[src/rtl/fan_timer_value_ctrl.sv]
// Fan/timer value controller: owns the countdown, converts seconds to BCD with a
// sequential shift-add-3 engine and drives fan/timer display digits. Option: DONE_BLINK_EN.
module fan_timer_value_ctrl #(
    parameter int FAN_LEVELS  = 4,
    parameter int FAN_W       = 2,
    parameter int PRESET_STEP = 5,
    parameter int NUM_PRESETS = 3,
    parameter int SEL_W       = 2,
    parameter int CNT_W       = 8
) (
    input  logic             i_clk,
    input  logic             i_reset,
    input  logic             i_tick,
    input  logic [FAN_W-1:0] i_fanState,
    input  logic [SEL_W-1:0] i_timerSel,
    input  logic             i_start,
    input  logic             i_cancel,
    output logic [3:0]       o_1000_value,
    output logic [3:0]       o_100_value,
    output logic [3:0]       o_10_value,
    output logic [3:0]       o_1_value,
    output logic             o_FANOnOff,
    output logic             o_TIMEROnOff,
    output logic             o_done
);

    localparam int SR_W = 12 + CNT_W;
    localparam int IT_W = $clog2(CNT_W + 1);

    typedef enum logic [1:0] {IDLE, RUN, DONE} state_t;

    function automatic logic [SEL_W-1:0] clampSel(input logic [SEL_W-1:0] sel);
        if (32'(sel) > NUM_PRESETS) return SEL_W'(NUM_PRESETS);
        return sel;
    endfunction

    function automatic logic [FAN_W-1:0] clampFan(input logic [FAN_W-1:0] lvl);
        if (32'(lvl) > FAN_LEVELS - 1) return FAN_W'(FAN_LEVELS - 1);
        return lvl;
    endfunction

    function automatic logic over999(input logic [CNT_W-1:0] v);
        return 32'(v) > 32'd999;
    endfunction

    function automatic logic [SR_W-1:0] bcdStep(input logic [SR_W-1:0] sr);
        logic [SR_W-1:0] t;
        t = sr;
        for (int d = 0; d < 3; d++) begin
            if (t[CNT_W + 4*d +: 4] >= 4'd5) t[CNT_W + 4*d +: 4] = t[CNT_W + 4*d +: 4] + 4'd3;
        end
        return t << 1;
    endfunction

    state_t             state, stateNext;
    logic [SEL_W-1:0]   selClamped_p0;
    logic [CNT_W-1:0]   preset_p0;
    logic [FAN_W-1:0]   fanLevel_p0;
    logic [FAN_W-1:0]   fanPrev_p1;
    logic [CNT_W-1:0]   r_remain, remainNext;
    logic               r_fanKill, fanKillNext;
    logic               startOk, doneEntry, fanChanged;

    logic               convBusy, convSat;
    logic [IT_W-1:0]    bitCnt;
    logic [SR_W-1:0]    convSr, convStep_p1;
    logic [3:0]         hundQ, tensQ, onesQ;

`ifdef DONE_BLINK_EN
    logic [1:0]         blinkCnt;
    logic               blank;
`endif

    // Stage p0: input clamping and next-state decode
    always_comb begin
        selClamped_p0 = clampSel(i_timerSel);
        preset_p0     = CNT_W'(32'(selClamped_p0) * PRESET_STEP);
        fanLevel_p0   = clampFan(i_fanState);
        fanChanged    = (i_fanState != fanPrev_p1);
    end

    always_comb begin
        stateNext  = state;
        remainNext = r_remain;
        startOk    = 1'b0;
        doneEntry  = 1'b0;
        case (state)
            IDLE: begin
                remainNext = preset_p0;
                if (i_start && selClamped_p0 != '0) begin
                    startOk   = 1'b1;
                    stateNext = RUN;
                end
            end
            RUN: begin
                // cancel outranks a same-cycle tick
                if (i_cancel) begin
                    stateNext = IDLE;
                end else if (i_tick) begin
                    if (r_remain <= CNT_W'(1)) begin
                        remainNext = '0;
                        stateNext  = DONE;
                        doneEntry  = 1'b1;
                    end else begin
                        remainNext = r_remain - CNT_W'(1);
                    end
                end
            end
            DONE: begin
`ifdef DONE_BLINK_EN
                if (i_cancel) begin
                    stateNext = IDLE;
                end else if (i_start && selClamped_p0 != '0) begin
                    startOk    = 1'b1;
                    stateNext  = RUN;
                    remainNext = preset_p0;
                end else if (i_tick && blinkCnt == 2'd2) begin
                    stateNext = IDLE;
                end
`else
                stateNext = IDLE;
`endif
            end
            default: stateNext = IDLE;
        endcase
    end

    always_comb begin
        fanKillNext = r_fanKill;
        if (fanChanged || startOk) fanKillNext = 1'b0;
        if (doneEntry) fanKillNext = 1'b1;
    end

    // Stage p1: control and fan output registers
    always_ff @(posedge i_clk or posedge i_reset) begin
        if (i_reset) begin
            state        <= IDLE;
            r_remain     <= '0;
            r_fanKill    <= 1'b0;
            fanPrev_p1   <= '0;
            o_1000_value <= 4'd0;
            o_FANOnOff   <= 1'b0;
            o_done       <= 1'b0;
        end else begin
            state        <= stateNext;
            r_remain     <= remainNext;
            r_fanKill    <= fanKillNext;
            fanPrev_p1   <= i_fanState;
            o_1000_value <= 4'(fanLevel_p0);
            o_FANOnOff   <= (fanLevel_p0 != '0) && !fanKillNext;
            o_done       <= doneEntry;
        end
    end

`ifdef DONE_BLINK_EN
    always_ff @(posedge i_clk or posedge i_reset) begin
        if (i_reset) begin
            blinkCnt <= 2'd0;
            blank    <= 1'b0;
        end else if (doneEntry) begin
            blinkCnt <= 2'd0;
            blank    <= 1'b0;
        end else if (state == DONE && i_tick && !i_cancel && !startOk) begin
            blinkCnt <= blinkCnt + 2'd1;
            blank    <= ~blank;
        end
    end
`endif

    assign o_TIMEROnOff = (state == RUN);
    assign convStep_p1  = bcdStep(convSr);

    // Converter: snapshot when idle, CNT_W iterations, atomic publish on the last one
    always_ff @(posedge i_clk or posedge i_reset) begin
        if (i_reset) begin
            convBusy <= 1'b0;
            convSat  <= 1'b0;
            convSr   <= '0;
            bitCnt   <= '0;
            hundQ    <= 4'd0;
            tensQ    <= 4'd0;
            onesQ    <= 4'd0;
        end else if (!convBusy) begin
            convSr   <= {12'd0, r_remain};
            convSat  <= over999(r_remain);
            bitCnt   <= '0;
            convBusy <= 1'b1;
        end else begin
            convSr <= convStep_p1;
            bitCnt <= bitCnt + IT_W'(1);
            if (bitCnt == IT_W'(CNT_W - 1)) begin
                convBusy <= 1'b0;
                if (convSat) begin
                    hundQ <= 4'd9;
                    tensQ <= 4'd9;
                    onesQ <= 4'd9;
                end else begin
                    hundQ <= convStep_p1[SR_W-1 -: 4];
                    tensQ <= convStep_p1[SR_W-5 -: 4];
                    onesQ <= convStep_p1[SR_W-9 -: 4];
                end
            end
        end
    end

    always_comb begin
        o_100_value = hundQ;
        o_10_value  = tensQ;
        o_1_value   = onesQ;
`ifdef DONE_BLINK_EN
        if (state == DONE) begin
            o_100_value = blank ? 4'hF : 4'h0;
            o_10_value  = blank ? 4'hF : 4'h0;
            o_1_value   = blank ? 4'hF : 4'h0;
        end
`endif
    end

endmodule

[config.mk]
export PLATFORM = sky130hd
export DESIGN_NAME = fan_timer_value_ctrl
export DESIGN_NICKNAME = d
export VERILOG_FILES = /design/src/rtl/fan_timer_value_ctrl.sv
export SDC_FILE = /design/constraint.sdc
export NUM_CORES = 1
export LEC_CHECK = 0
export ABC_AREA = 1
export BUFFER_PORTS_ARGS = -buffer_cell sky130_fd_sc_hd__buf_4
export CORE_ASPECT_RATIO = 0.6
export CORE_MARGIN = 10
export CORE_UTILIZATION = 30
export CTS_CLUSTER_DIAMETER = 150
export DETAILED_ROUTE_END_ITERATION = 10
export HOLD_SLACK_MARGIN = 0.05
export PLACE_DENSITY_LB_ADDON = 0.08
export SLEW_MARGIN = 20
export SYNTH_ARGS = -nofsm -noshare
export SYNTH_HDL_FRONTEND = slang
export SYNTH_SLANG_ARGS = --single-unit
export TNS_END_PERCENT = 1
[constraint.sdc]
create_clock -name i_clk -period 1.96 [get_ports i_clk]
set_input_delay 0.196 -clock i_clk [delete_from_list [all_inputs] [get_ports i_clk]]
set_output_delay 0.196 -clock i_clk [all_outputs]
set_load 0.03 [all_outputs]
Word-level counts from Yosys, hierarchy flattened
Cells that the tools add are included.
{"block": "totals", "regBits": 52, "inputBits": 9, "out_inout_bits": 19, "elab_cells": 65}
{"block": "op_classes", "addsub": 5, "mul": 1, "n_lt_le_gt_ge": 4, "n_eq_ne": 8, "mux": 24, "n_reduce_logical": 11}
{"operator": "$mux W8", "n": 3}
{"operator": "$mux W20", "n": 1}
{"operator": "$pmux W8 S2", "n": 1}
{"operator": "$ge A4 B3 Y1 const B", "n": 3}
{"operator": "$mux W4", "n": 3}
{"operator": "$mux W1", "n": 10}
{"operator": "$add A4 B2 Y4 const B", "n": 2}
{"operator": "$le A8 B1 Y1 const B", "n": 1}
{"operator": "$mux W2", "n": 4}
{"operator": "$sub A8 B1 Y8 const B", "n": 1}
{"operator": "$ne A2 B2 Y1 const B", "n": 3}
{"operator": "$reduce_and A3 Y1", "n": 2}
{"operator": "$reduce_bool A2 Y1", "n": 3}
{"operator": "$mul A2 B3 Y5 const B", "n": 1}
{"operator": "$add A4 B1 Y4 const B", "n": 1}
{"operator": "$eq A4 B3 Y1 const B", "n": 1}
{"operator": "$pmux W2 S2", "n": 1}
{"operator": "$add A3 B2 Y3 const B", "n": 1}
{"operator": "$mux W3", "n": 1}
{"operator": "$ne A3 B2 Y1 const B", "n": 1}
{"operator": "$ne A3 B3 Y1 const B", "n": 1}
{"operator": "$eq A2 B1 Y1 const B", "n": 1}
{"operator": "$logic_and A1 B1 Y1", "n": 2}
{"operator": "$logic_not A2 Y1", "n": 1}
{"operator": "4 further kinds", "n": 4}

Logic depth before layout (Yosys ltp)
Gate-level depths: netlist of run 1.
{"block": "depth", "ltp_word": 9, "ltp_mapped": 9, "depth_no_buf": 9}

Worst setup path before layout of run 1
Ideal clock, no wire load.
{"block": "synth_timing", "path_type": "flip-flop to flip-flop", "from": "register r_remain[0]", "to": "register r_remain[7]", "setup_ns": 0.119, "arrival_time_ns": 1.259, "slack_ns": 0.582, "stages_incl_launch_ff": 10, "n_path_buf": 0, "period_less_slack_ns": 1.378, "path_cell_list": "dfrtp_1 > inv_1 > ha_1 > nor2_1 > nor2_1 > nand2_1 > nand2_1 > nand2_1 > nand2_1 > nor2_1"}
{"block": "synth_between", "elab_chain_cells": 5, "word_cells_on_any_way": 6, "classes_between": "add/sub (1); order compare (1); mux (4)"}
{"element": "from (decl)", "line_no": "60", "rtl": "logic [CNT_W-1:0] r_remain, remainNext;"}
{"element": "from (signal assigned)", "line_no": "146", "rtl": "r_remain <= remainNext;"}
{"element": "$sub A8 B1 Y8 or $le A8 B1 Y1 (tied branches)", "line_no": "105, 100"}
{"element": "$mux W8 *", "line_no": "100", "rtl": "if (r_remain <= CNT_W'(1)) begin"}
{"element": "$mux W8 *", "line_no": "99", "rtl": "end else if (i_tick) begin"}
{"element": "$mux W8 *", "line_no": "97", "rtl": "if (i_cancel) begin"}
{"element": "$pmux W8 S2 *", "line_no": "87", "rtl": "case (state)"}
Mark *: on every way between the ends. The rest lies on a longest branch, timed or not. The select of a mux whose other input is x is not followed.
A chain may end at the register's enable or synchronous reset.

Worst setup path after layout of run 1
{"block": "layout_timing", "from": "register r_remain[0]", "to": "register r_remain[5]"}
The elaborated chain is that of the path after synthesis.

==> out/metrics.yaml, run 1 <==
floorplanning:
  die-width_um: 137
  die_y_um: 90.3
  core_area_um2: 7950
  io_pins: 28
  dieArea_um2: 12400
  placementRows: 25
  initial_utilization: 0.311
synth:
  ys_ff_latch: 52
  synth_cell_types: 21
  syn_inst: 305
  syn_area_um2: 2470
  synth.most_common_cell: "nand2_1"
  synth_area_leaders: "dfrtp_1 53%, nand2_1 13%, nor2_1 6.8%, inv_1 5.5%, o21ai_0 4.9%"
  yosysSeqAreaShare: 0.527
  synth.avg_cell_area_um2: 8.10
  synthArstFlopShare: 1.00
  synth_ff_type: "dfrtp_1"
  synth_edf_count: 0
  yosys.area.top_type_share: 0.527
  synth_area_leader_cell: "dfrtp_1"
  yosys_warnings: 0
  yosys-top-cells-count: "86 x nand2_1, 52 x dfrtp_1, 45 x nor2_1, 36 x inv_1, 24 x o21ai_0"
power:
  leakagePower_nw: 1.55
  vdd_drop_max_mv: 0.395
  power_per_cell_area_nw_per_um2: 1150
clocking:
  clk_path_buf_depth: 2
  clock_sinks: 52
  cts_tree: "built"
  cts_root_buffer: "clkbuf_16"
  worstSkewPairLatency_ns: 0.28
  post_cts_buffers: 0
  clk_pin_slew_ns: 0.07
  postCtsResizedCells: 0
  cts_hold_buf: 3
  cts_buffers: 5
  cts_htree_levels: 2
sta:
  clock_skew_ns: 0.00273
  grt_setup_unrepaired: "false"
  post-route-min-period_ns: 1.63
  period_share: 0.834
  drv_slew: 0
  setup_tns_ns: 0
  finalHoldViolCount: 0
  setup_violations: 0
  timing.fmax_mhz: 612
worst_setup_path:
  required_ns: 2.14
  cp_max_fo: 8
  start_kind: "flop"
  crit_type: "flop to flop"
  crit_arrival_ns: 1.81
  cp-end-kind: "flop"
final_layout:
  num-nets-final: 356
  diodes: 0
  fill_cells: 831
  utilization: 0.373
  drive_gt1_frac: 0.115
  area_growth_pct: 20.0
routing:
  drtAntennaViolNets: 0
  wl_um: 5430
  vias_per_cell: 4.31
  first_iter_violations: 157
  wl_per_cell_um: 12.2
  vias: 1925
  drc: 0
  first_pass_iters: 4
placed_design:
  finalWeightedCongestion: 0.772
  portBuffers: 25
  dpl.hpwl_um: 3970
status:
  status: "finished, final reports clean"
flow_run:
  drv_cap: 0
grt:
  antenna_found_initial: 0
  grtUsageTotal: 0.0896
  grt_pass1_wl_um: 9070
  grt_overflow_total: 0
  grt_pass1_vias: 1821
  grt_max_degree: 42
worst_hold_path:
  hold_path_class: "primary input to flop"
-- path summary, 6_finish.rpt --
| check | from | end | slack (ns) | depth (start not counted) |
|---|---|---|---|---|
| hold reg to reg | convSr[4]$_DFF_PP0_ | convSr[5]$_DFF_PP0_ | 0.45 | 2 |
| setup / recovery | r_remain[0]$_DFFE_PP0P_ | r_remain[5]$_DFFE_PP0P_ | 0.33 | 9 |
| setup reg to reg | r_remain[0]$_DFFE_PP0P_ | r_remain[5]$_DFFE_PP0P_ | 0.33 | 9 |
| max in group asynchronous | i_reset | convSr[10]$_DFF_PP0_ | 1.03 | 4 |
| hold / removal | i_tick | o_done$_DFF_PP0_ | 0.18 | 3 |
| min in group asynchronous | i_reset | o_FANOnOff$_DFF_PP0_ | 0.41 | 3 |
-- cell families after synthesis --
kind of cell             Yosys count  synth area share
XOR/XNOR                           2           0.00709
AO/OA/AOI/OAI                     39            0.0790
AND/OR/NAND/NOR                  157             0.260
other                              1           0.00152
flip-flops                        52             0.527
adder cells (fa/ha/maj)            9            0.0456
buffers and inverters             45            0.0795
-- cell type report --
type,count,area (µm²),share of cell area
Multi-Input combinational cell,209,976,0.329
Timing Repair Buffer,31,253,0.0853
Tap cell,108,135,0.0456
Sequential cell,52,1300,0.439
Clock buffer,8,146,0.0494
Inverter,39,151,0.0511
-- state kept, by name, summed over array words and instances (netlist names) --
register,cells
o_10_value,4
state,2
o_1000_value,2
convSr,20
convBusy,1
r_remain,8
o_100_value,4
o_done,1
r_fanKill,1
bitCnt,4
o_1_value,4
o_FANOnOff,1
-- power by group --
part	switching (mW)	internal (mW)
clock	0.376	0.511
combinational	0.703	0.377
sequential	0.149	1.29
-- per-stage QoR --
step / cells / power [mW] / cell area, µm² / setup WS [ns] / hold WS, ns
final: 447 / 3.40 / 2960 / 0.326 / 0.175
after global routing: 447 / 3.66 / 2960 / 0.117 / 0.187
after CTS: 447 / 3.45 / 2960 / 0.332 / 0.177
after detailed placement: 436 / 2.54 / 2790 / 0.338 / 0.172
after global placement: 436 / 2.55 / 2790 / 0.401 / 0.171
after floorplan: 306 / 2.18 / 2470 / 0.506 / 0.227
-- cell usage in the layout, fill, tap and decap left out, types with 2 or more instances in the layout --
master,Yosys,layout
nand2_1,86,86
dfrtp_1,52,52
nor2_1,45,45
inv_1,36,35
buf_4,2,27
o21ai_0,24,24
nand3_1,18,18
a21oi_1,13,13
ha_1,9,9
clkbuf_16,0,5
nand3b_1,3,3
dlygate4sd3_1,0,3
inv_4,2,2
o21ai_1,2,2
nor3_1,2,2
xor2_1,2,2
conb_1,1,2
clkbuf_1,2,2
-- critical path, cell delays in order (launching register included) --
cell	delay (ns)
dfrtp_1	0.40
inv_1	0.16
ha_1	0.28
nor2_1	0.07
nor2_1	0.11
nand2_1	0.20
nand2_1	0.11
nand2_1	0.08
nand2_1	0.07
nor2_1	0.04
-- layer usage --
metal / vias up / wire [µm] / track usage
li1: 1014 / - / -
met1: 862 / 3110 / 0.141
met2: 45 / 1940 / 0.106
met3: 4 / 324 / 0.0300
met4: 0 / 61 / 0.0288
met5: - / 0 / 0
Note: power is estimated with default switching activity, not from simulation.
==> run 2: changes to the inputs <==
- clock period: 1.96 -> 1.4 ns (I/O delays scaled with it)
==> run 2 against run 1 <==
Net effect: sequential cell count is the same; sequential power grew 40%; sequential share of layout area shrank 2.8 points; global-route usage grew 0.65 points; critical path type is now flop to primary output; worst hold slack lost 0.057 ns; first-iteration DRC count shrank 30%; clock-buffer cell count shrank 2.
==> out/metrics.yaml, run 2 (synthesis results as in run 1) <==
power:
  vdd_drop_max_mv: 0.513  # +30%
  power_per_cell_area_nw_per_um2: 1610  # +40%
  power_mw: 5.10  # +50%
  leakagePower_nw: 1.64  # +5.7%
placed_design:
  post-place-ws_ns: -0.113  # -0.451 ns
  placedCellCount: 450  # +3.2%
  postPlaceCellArea_um2: 2900  # +4.2%
  finalWeightedCongestion: 0.777  # +0.66%
  dpl.hpwl_um: 4240  # +6.8%
  portBuffers: 25  # unchanged
final_layout:
  final_cells: 463  # +3.6%
  mostFrequentLayoutCell: "nand2_1"
  reg_top3: "convSr: 20 flops, r_remain: 8 flops"
  utilization: 0.398  # +0.0254
  regMostFlops: "convSr"
  num-nets-final: 372  # +4.5%
  largest_reg_flops: 20  # unchanged
  final_area_um2: 3160  # +6.8%
  diodes: 0  # unchanged
  layout_common_cells: "83 x nand2_1, 52 x dfrtp_1, 42 x buf_4"
  area_growth_pct: 28.1
  drive_gt1_frac: 0.220  # +0.105
clocking:
  cts_htree_levels: 2  # unchanged
  cts_root_buffer: "clkbuf_16"
  clk_pin_slew_ns: 0.07  # about the same
  cts_tree: "built"
  clk_path_buf_depth: 2  # unchanged
  clock_sinks: 52  # unchanged
  cts_buffers: 5  # unchanged
  worstSkewPairLatency_ns: 0.29  # about the same
worst_hold_path:
  min_path_cells: 4  # +1
  min_to: "state[1]$_DFFE_PP0P_"
  min_from: "i_cancel"
  hold_path_class: "primary input to flop"
sta:
  period_share: 0.985
  post-route-min-period_ns: 1.38
  setup_violations: 0  # unchanged
  clock_skew_ns: 0.00523  # +0.00250 ns
  timing.fmax_mhz: 725
  drv_slew: 0  # unchanged
  finalHoldViolCount: 0  # unchanged
  grt_setup_unrepaired: "true"
  setup_ws_ns: 0.0216  # -0.304 ns
grt:
  grt_overflow_total: 0  # unchanged
  antenna_found_initial: 0  # unchanged
  grt_max_degree: 26  # -38%
  grt_pass1_vias: 1930  # +6.0%
  grtUsageTotal: 0.0962  # +0.00652
  grt_pass1_wl_um: 9600  # +5.9%
worst_setup_path:
  r2r_slack_ns: 0.05  # -0.28 ns
  cp_max_fo: 7  # -1
  r2r_cells: 5  # -4
  r2r-start: "state[0]$_DFFE_PP0P_"
  required_ns: 1.26  # -0.88 ns
  start_kind: "flop"
  reg2reg_to: "r_remain[1]$_DFFE_PP0P_"
  crit_type: "flop to primary output"
  cp-end-kind: "primary output"
  crit_arrival_ns: 1.24  # -0.57 ns
floorplanning:
  initial_utilization: 0.311  # unchanged
  core_area_um2: 7950  # unchanged
  die_y_um: 90.3  # unchanged
  io_pins: 28  # unchanged
  dieArea_um2: 12400  # unchanged
  die-width_um: 137  # unchanged
  placementRows: 25  # unchanged
flow_run:
  drv_cap: 0  # unchanged
routing:
  drtAntennaViolNets: 0  # unchanged
  wl_um: 5710  # +5.1%
  first_iter_violations: 110  # -30%
  drc: 0  # unchanged
  vias: 2001  # +3.9%
  first_pass_iters: 4  # unchanged
  vias_per_cell: 4.32  # +0.36%
  wl_per_cell_um: 12.3  # +1.5%
status:
  status: "finished, final reports clean"
-- run 2: area by class of cell --
cell class | count | area [µm²]
inverter | 39 | 151
timing repair buffer | 47 | 385
clock inverter | 2 | 10.0
sequential | 52 | 1300
tap | 108 | 135
clock buffer | 6 | 139
fill | 817 | 4780
multi-input combinational | 209 | 1040
-- run 2: how the worst max path moves through the flow --
stage / start / endpoint / slack (ns) / cells past startpoint
2_1_floorplan: i_reset / bitCnt[0]$_DFF_PP0_ / 0.002 / 1
3_3_place_gp: r_remain[0]$_DFFE_PP0P_ / r_remain[5]$_DFFE_PP0P_ / -0.04 / 9
3_5_place_dp: r_remain[1]$_DFFE_PP0P_ / state[0]$_DFFE_PP0P_ / -0.11 / 7
4_1_cts: convSr[12]$_DFF_PP0_ / convSr[13]$_DFF_PP0_ / 0.006 / 9
5_1_grt: state[0]$_DFFE_PP0P_ / r_remain[1]$_DFFE_PP0P_ / -0.09 / 5
6_report: state[1]$_DFFE_PP0P_ / o_TIMEROnOff / 0.02 / 4
-- run 2: routing by layer --
layer	global-route usage	vias up	routed length [µm]
met5	0	-	0
met2	0.111	35	2070
met3	0.0306	10	303
met4	0.0367	0	93
met1	0.153	912	3250
li1	-	1044	-
-- run 2: worst max-delay path, cell delays in order, from the launching register on --
cell     delay, ns
dfrtp_1       0.40
inv_1         0.08
nand2_1       0.11
inv_2         0.17
buf_4         0.19
-- run 2: per-stage QoR --
| stage | hold WS, ns | TNS [ns] |
|---|---|---|
| floorplan | 0.171 | 0 |
| global placement | 0.129 | -0.232 |
| detailed placement | 0.127 | -0.578 |
| CTS | 0.112 | 0 |
| global route | 0.149 | -0.787 |
| finish | 0.118 | 0 |
-- run 2: repair_timing --
action                                  in CTS  in global routing
hold endpoints to repair                    13                  0
endpoints found under the setup margin      14                 28
pin swaps                                    0                 12
hold buffers                                 3                  0
gates resized for setup                      5                 25
buffers inserted                             0                  2
-- run 2: where the power goes --
group / switching, mW / internal (mW)
clock: 0.545 / 0.706
sequential: 0.212 / 1.80
combinational: 1.10 / 0.740
==> run 3: changes to the inputs <==
- GPL_ROUTABILITY_DRIVEN: unset -> 0
- clock period: 1.4 -> 1.7 ns (I/O delays scaled with it)
==> run 3 against run 2 <==
Net effect: clock skew rose by 0.00079 ns; first-iteration DRC count is 42% higher; register-to-register slack improved by 0.16 ns; die area stayed put; sequential power fell by 18%; sequential share of layout area increased by 2.4 points; global-route usage fell by 0.25 points; critical path depth rose by 5; worst hold slack better by 0.030 ns; largest cell class unchanged; highest routed layer unchanged.
==> out/metrics.yaml, run 3 (synthesis results as in run 1) <==
final_layout:
  fill_cells: 833  # +2.0%
  mostFrequentLayoutCell: "nand2_1"
  diodes: 0  # unchanged
  area_growth_pct: 21.1
  reg_top3: "convSr: 20 flops, r_remain: 8 flops"
  num-nets-final: 359  # -3.5%
  final_cells: 450  # -2.8%
  drive_gt1_frac: 0.132  # -0.0881
  layout_common_cells: "85 x nand2_1, 52 x dfrtp_1, 45 x nor2_1"
  regMostFlops: "convSr"
  largest_reg_flops: 20  # unchanged
floorplanning:
  initial_utilization: 0.311  # unchanged
  io_pins: 28  # unchanged
  die_y_um: 90.3  # unchanged
  die-width_um: 137  # unchanged
  core_area_um2: 7950  # unchanged
  placementRows: 25  # unchanged
  dieArea_um2: 12400  # unchanged
grt:
  grtUsageTotal: 0.0937  # -0.00250
  grt_max_degree: 37  # +42%
  antenna_found_initial: 0  # unchanged
  grt_pass1_wl_um: 9370  # -2.4%
  grt_pass1_vias: 1875  # -2.8%
  grt_overflow_total: 0  # unchanged
worst_setup_path:
  crit_arrival_ns: 1.67  # +0.43 ns
  r2r_slack_ns: 0.21  # +0.16 ns
  timing.critical_path.from: "r_remain[1]$_DFFE_PP0P_"
  max_stage_delay_ns: 0.39  # about the same
  cp_slowest_cell: "dfrtp_1"
  required_ns: 1.88  # +0.62 ns
  crit_chain: "inv_1, ha_1, nor2_1, nor2_1, nand2_2, nand2_1, nand2_1, nand2_1, nor2_1"
  crit_type: "flop to flop"
  start_kind: "flop"
  reg2reg_to: "r_remain[5]$_DFFE_PP0P_"
  cp_max_fo: 8  # +1
  r2r-start: "r_remain[1]$_DFFE_PP0P_"
  r2r_cells: 9  # +4
  cp-end-kind: "flop"
  setup.worst_path.end: "r_remain[5]$_DFFE_PP0P_"
clocking:
  clk_pin_slew_ns: 0.07  # about the same
  worstSkewPairLatency_ns: 0.29  # about the same
  cts_tree: "built"
  cts_htree_levels: 2  # unchanged
  cts_buffers: 5  # unchanged
  clock_sinks: 52  # unchanged
  clk_path_buf_depth: 2  # unchanged
  cts_root_buffer: "clkbuf_16"
power:
  p_sw_mw: 1.45  # -22%
  power.share.clock: 0.259  # +0.014
  p_int_mw: 2.52  # -22%
  switching_share: 0.365  # +0.00114
  vdd_drop_max_mv: 0.378  # -26%
  power_per_cell_area_nw_per_um2: 1330  # -18%
  p_seq_frac: 0.416  # +0.021
  power_mw: 3.97  # -22%
  leakagePower_nw: 1.57  # -4.2%
  pwr-share-comb: 0.325  # -0.035
routing:
  first_pass_iters: 4  # unchanged
  drtAntennaViolNets: 0  # unchanged
  wl_per_cell_um: 12.3  # -0.48%
  first_iter_violations: 156  # +42%
  vias: 1960  # -2.0%
  vias_per_cell: 4.36  # +0.78%
  wl_um: 5520  # -3.3%
  drc: 0  # unchanged
placed_design:
  placedCellCount: 439  # -2.4%
  portBuffers: 25  # unchanged
  dpl.hpwl_um: 4080  # -3.9%
worst_hold_path:
  hold_path_class: "primary input to flop"
  min_from: "i_tick"
flow_run:
  drv_cap: 0  # unchanged
sta:
  setup_violations: 0  # unchanged
  period_share: 0.874
  clock_skew_ns: 0.00602  # +0.000794 ns
  finalHoldViolCount: 0  # unchanged
  drv_slew: 0  # unchanged
  grt_setup_unrepaired: "false"
  post-route-min-period_ns: 1.49
  timing.fmax_mhz: 673
  holdWs_ns: 0.148  # +0.0300 ns
  setup_tns_ns: 0  # unchanged
status:
  status: "finished, final reports clean"
run 3: cell count changes in the layout (fill, tap and decap cells not counted), moves of 6 or more:
cell / before / now
buf_4: 42 / 30
inv_1: 28 / 35
inv_2: 8 / 1
nor2_1: 39 / 45
nor2_2: 6 / 0
o21ai_0: 18 / 24
o21ai_1: 8 / 2
run 3: final cells by class:
class / count / area, µm² / share of cell area
Sequential cell: 52 / 1300 / 0.435
Multi-Input combinational cell: 209 / 978 / 0.327
Inverter: 39 / 151 / 0.0506
Clock inverter: 2 / 10.0 / 0.00335
Tap cell: 108 / 135 / 0.0452
Clock buffer: 6 / 139 / 0.0464
Timing Repair Buffer: 34 / 275 / 0.0921
run 3: through the flow:
stage / util / instance area (µm²) / setup slack [ns]
2_1_floorplan: - / 2470 / 0.272
3_3_place_gp: 0.354 / 2810 / 0.219
3_5_place_dp: 0.354 / 2810 / 0.155
4_1_cts: 0.376 / 2990 / 0.142
5_1_grt: 0.376 / 2990 / 0.0721
6_report: 0.376 / 2990 / 0.213
run 3: timing repair:
action / in CTS / in global routing
setup endpoints to repair: 0 / 2
setup buffers: 0 / 0
endpoints found under the hold margin: 54 / 0
gates resized for setup: 0 / 1
hold buffers: 3 / 0
run 3: metal layers:
metal,vias to the layer above,track usage,part of all wire
met2,37,0.111,0.35
li1,1020,-,-
met4,0,0.0350,0.013
met3,8,0.0306,0.058
met1,895,0.146,0.58
met5,-,0,0
run 3: power groups by stage:
stage | Sequential [mW] | Combinational (mW) | Clock, mW
2_1_floorplan | 1.82 | 0.699 | 0
6_report | 1.65 | 1.29 | 1.03
3_3_place_gp | 1.68 | 1.28 | 0
5_1_grt | 1.69 | 1.46 | 1.12
3_5_place_dp | 1.68 | 1.29 | 0
4_1_cts | 1.66 | 1.30 | 1.06
run 3: worst min path at each step:
stage / to / slack, ns / cells after the start
CTS: o_done$_DFF_PP0_ / 0.14 / 3
global placement: o_FANOnOff$_DFF_PP0_ / 0.23 / 3
floorplan: o_1000_value[0]$_DFF_PP0_ / 0.20 / 0
global route: o_done$_DFF_PP0_ / 0.15 / 3
detailed placement: o_FANOnOff$_DFF_PP0_ / 0.23 / 3
finish: o_done$_DFF_PP0_ / 0.15 / 3
run 3: worst max-delay path, delay by kind of cell (launching register included):
| kind | cells | cell delay (ns) |
|---|---|---|
| simple gates | 7 | 0.63 |
| flops | 1 | 0.39 |
| fa+ha+maj | 1 | 0.25 |
| buf+inv | 1 | 0.10 |
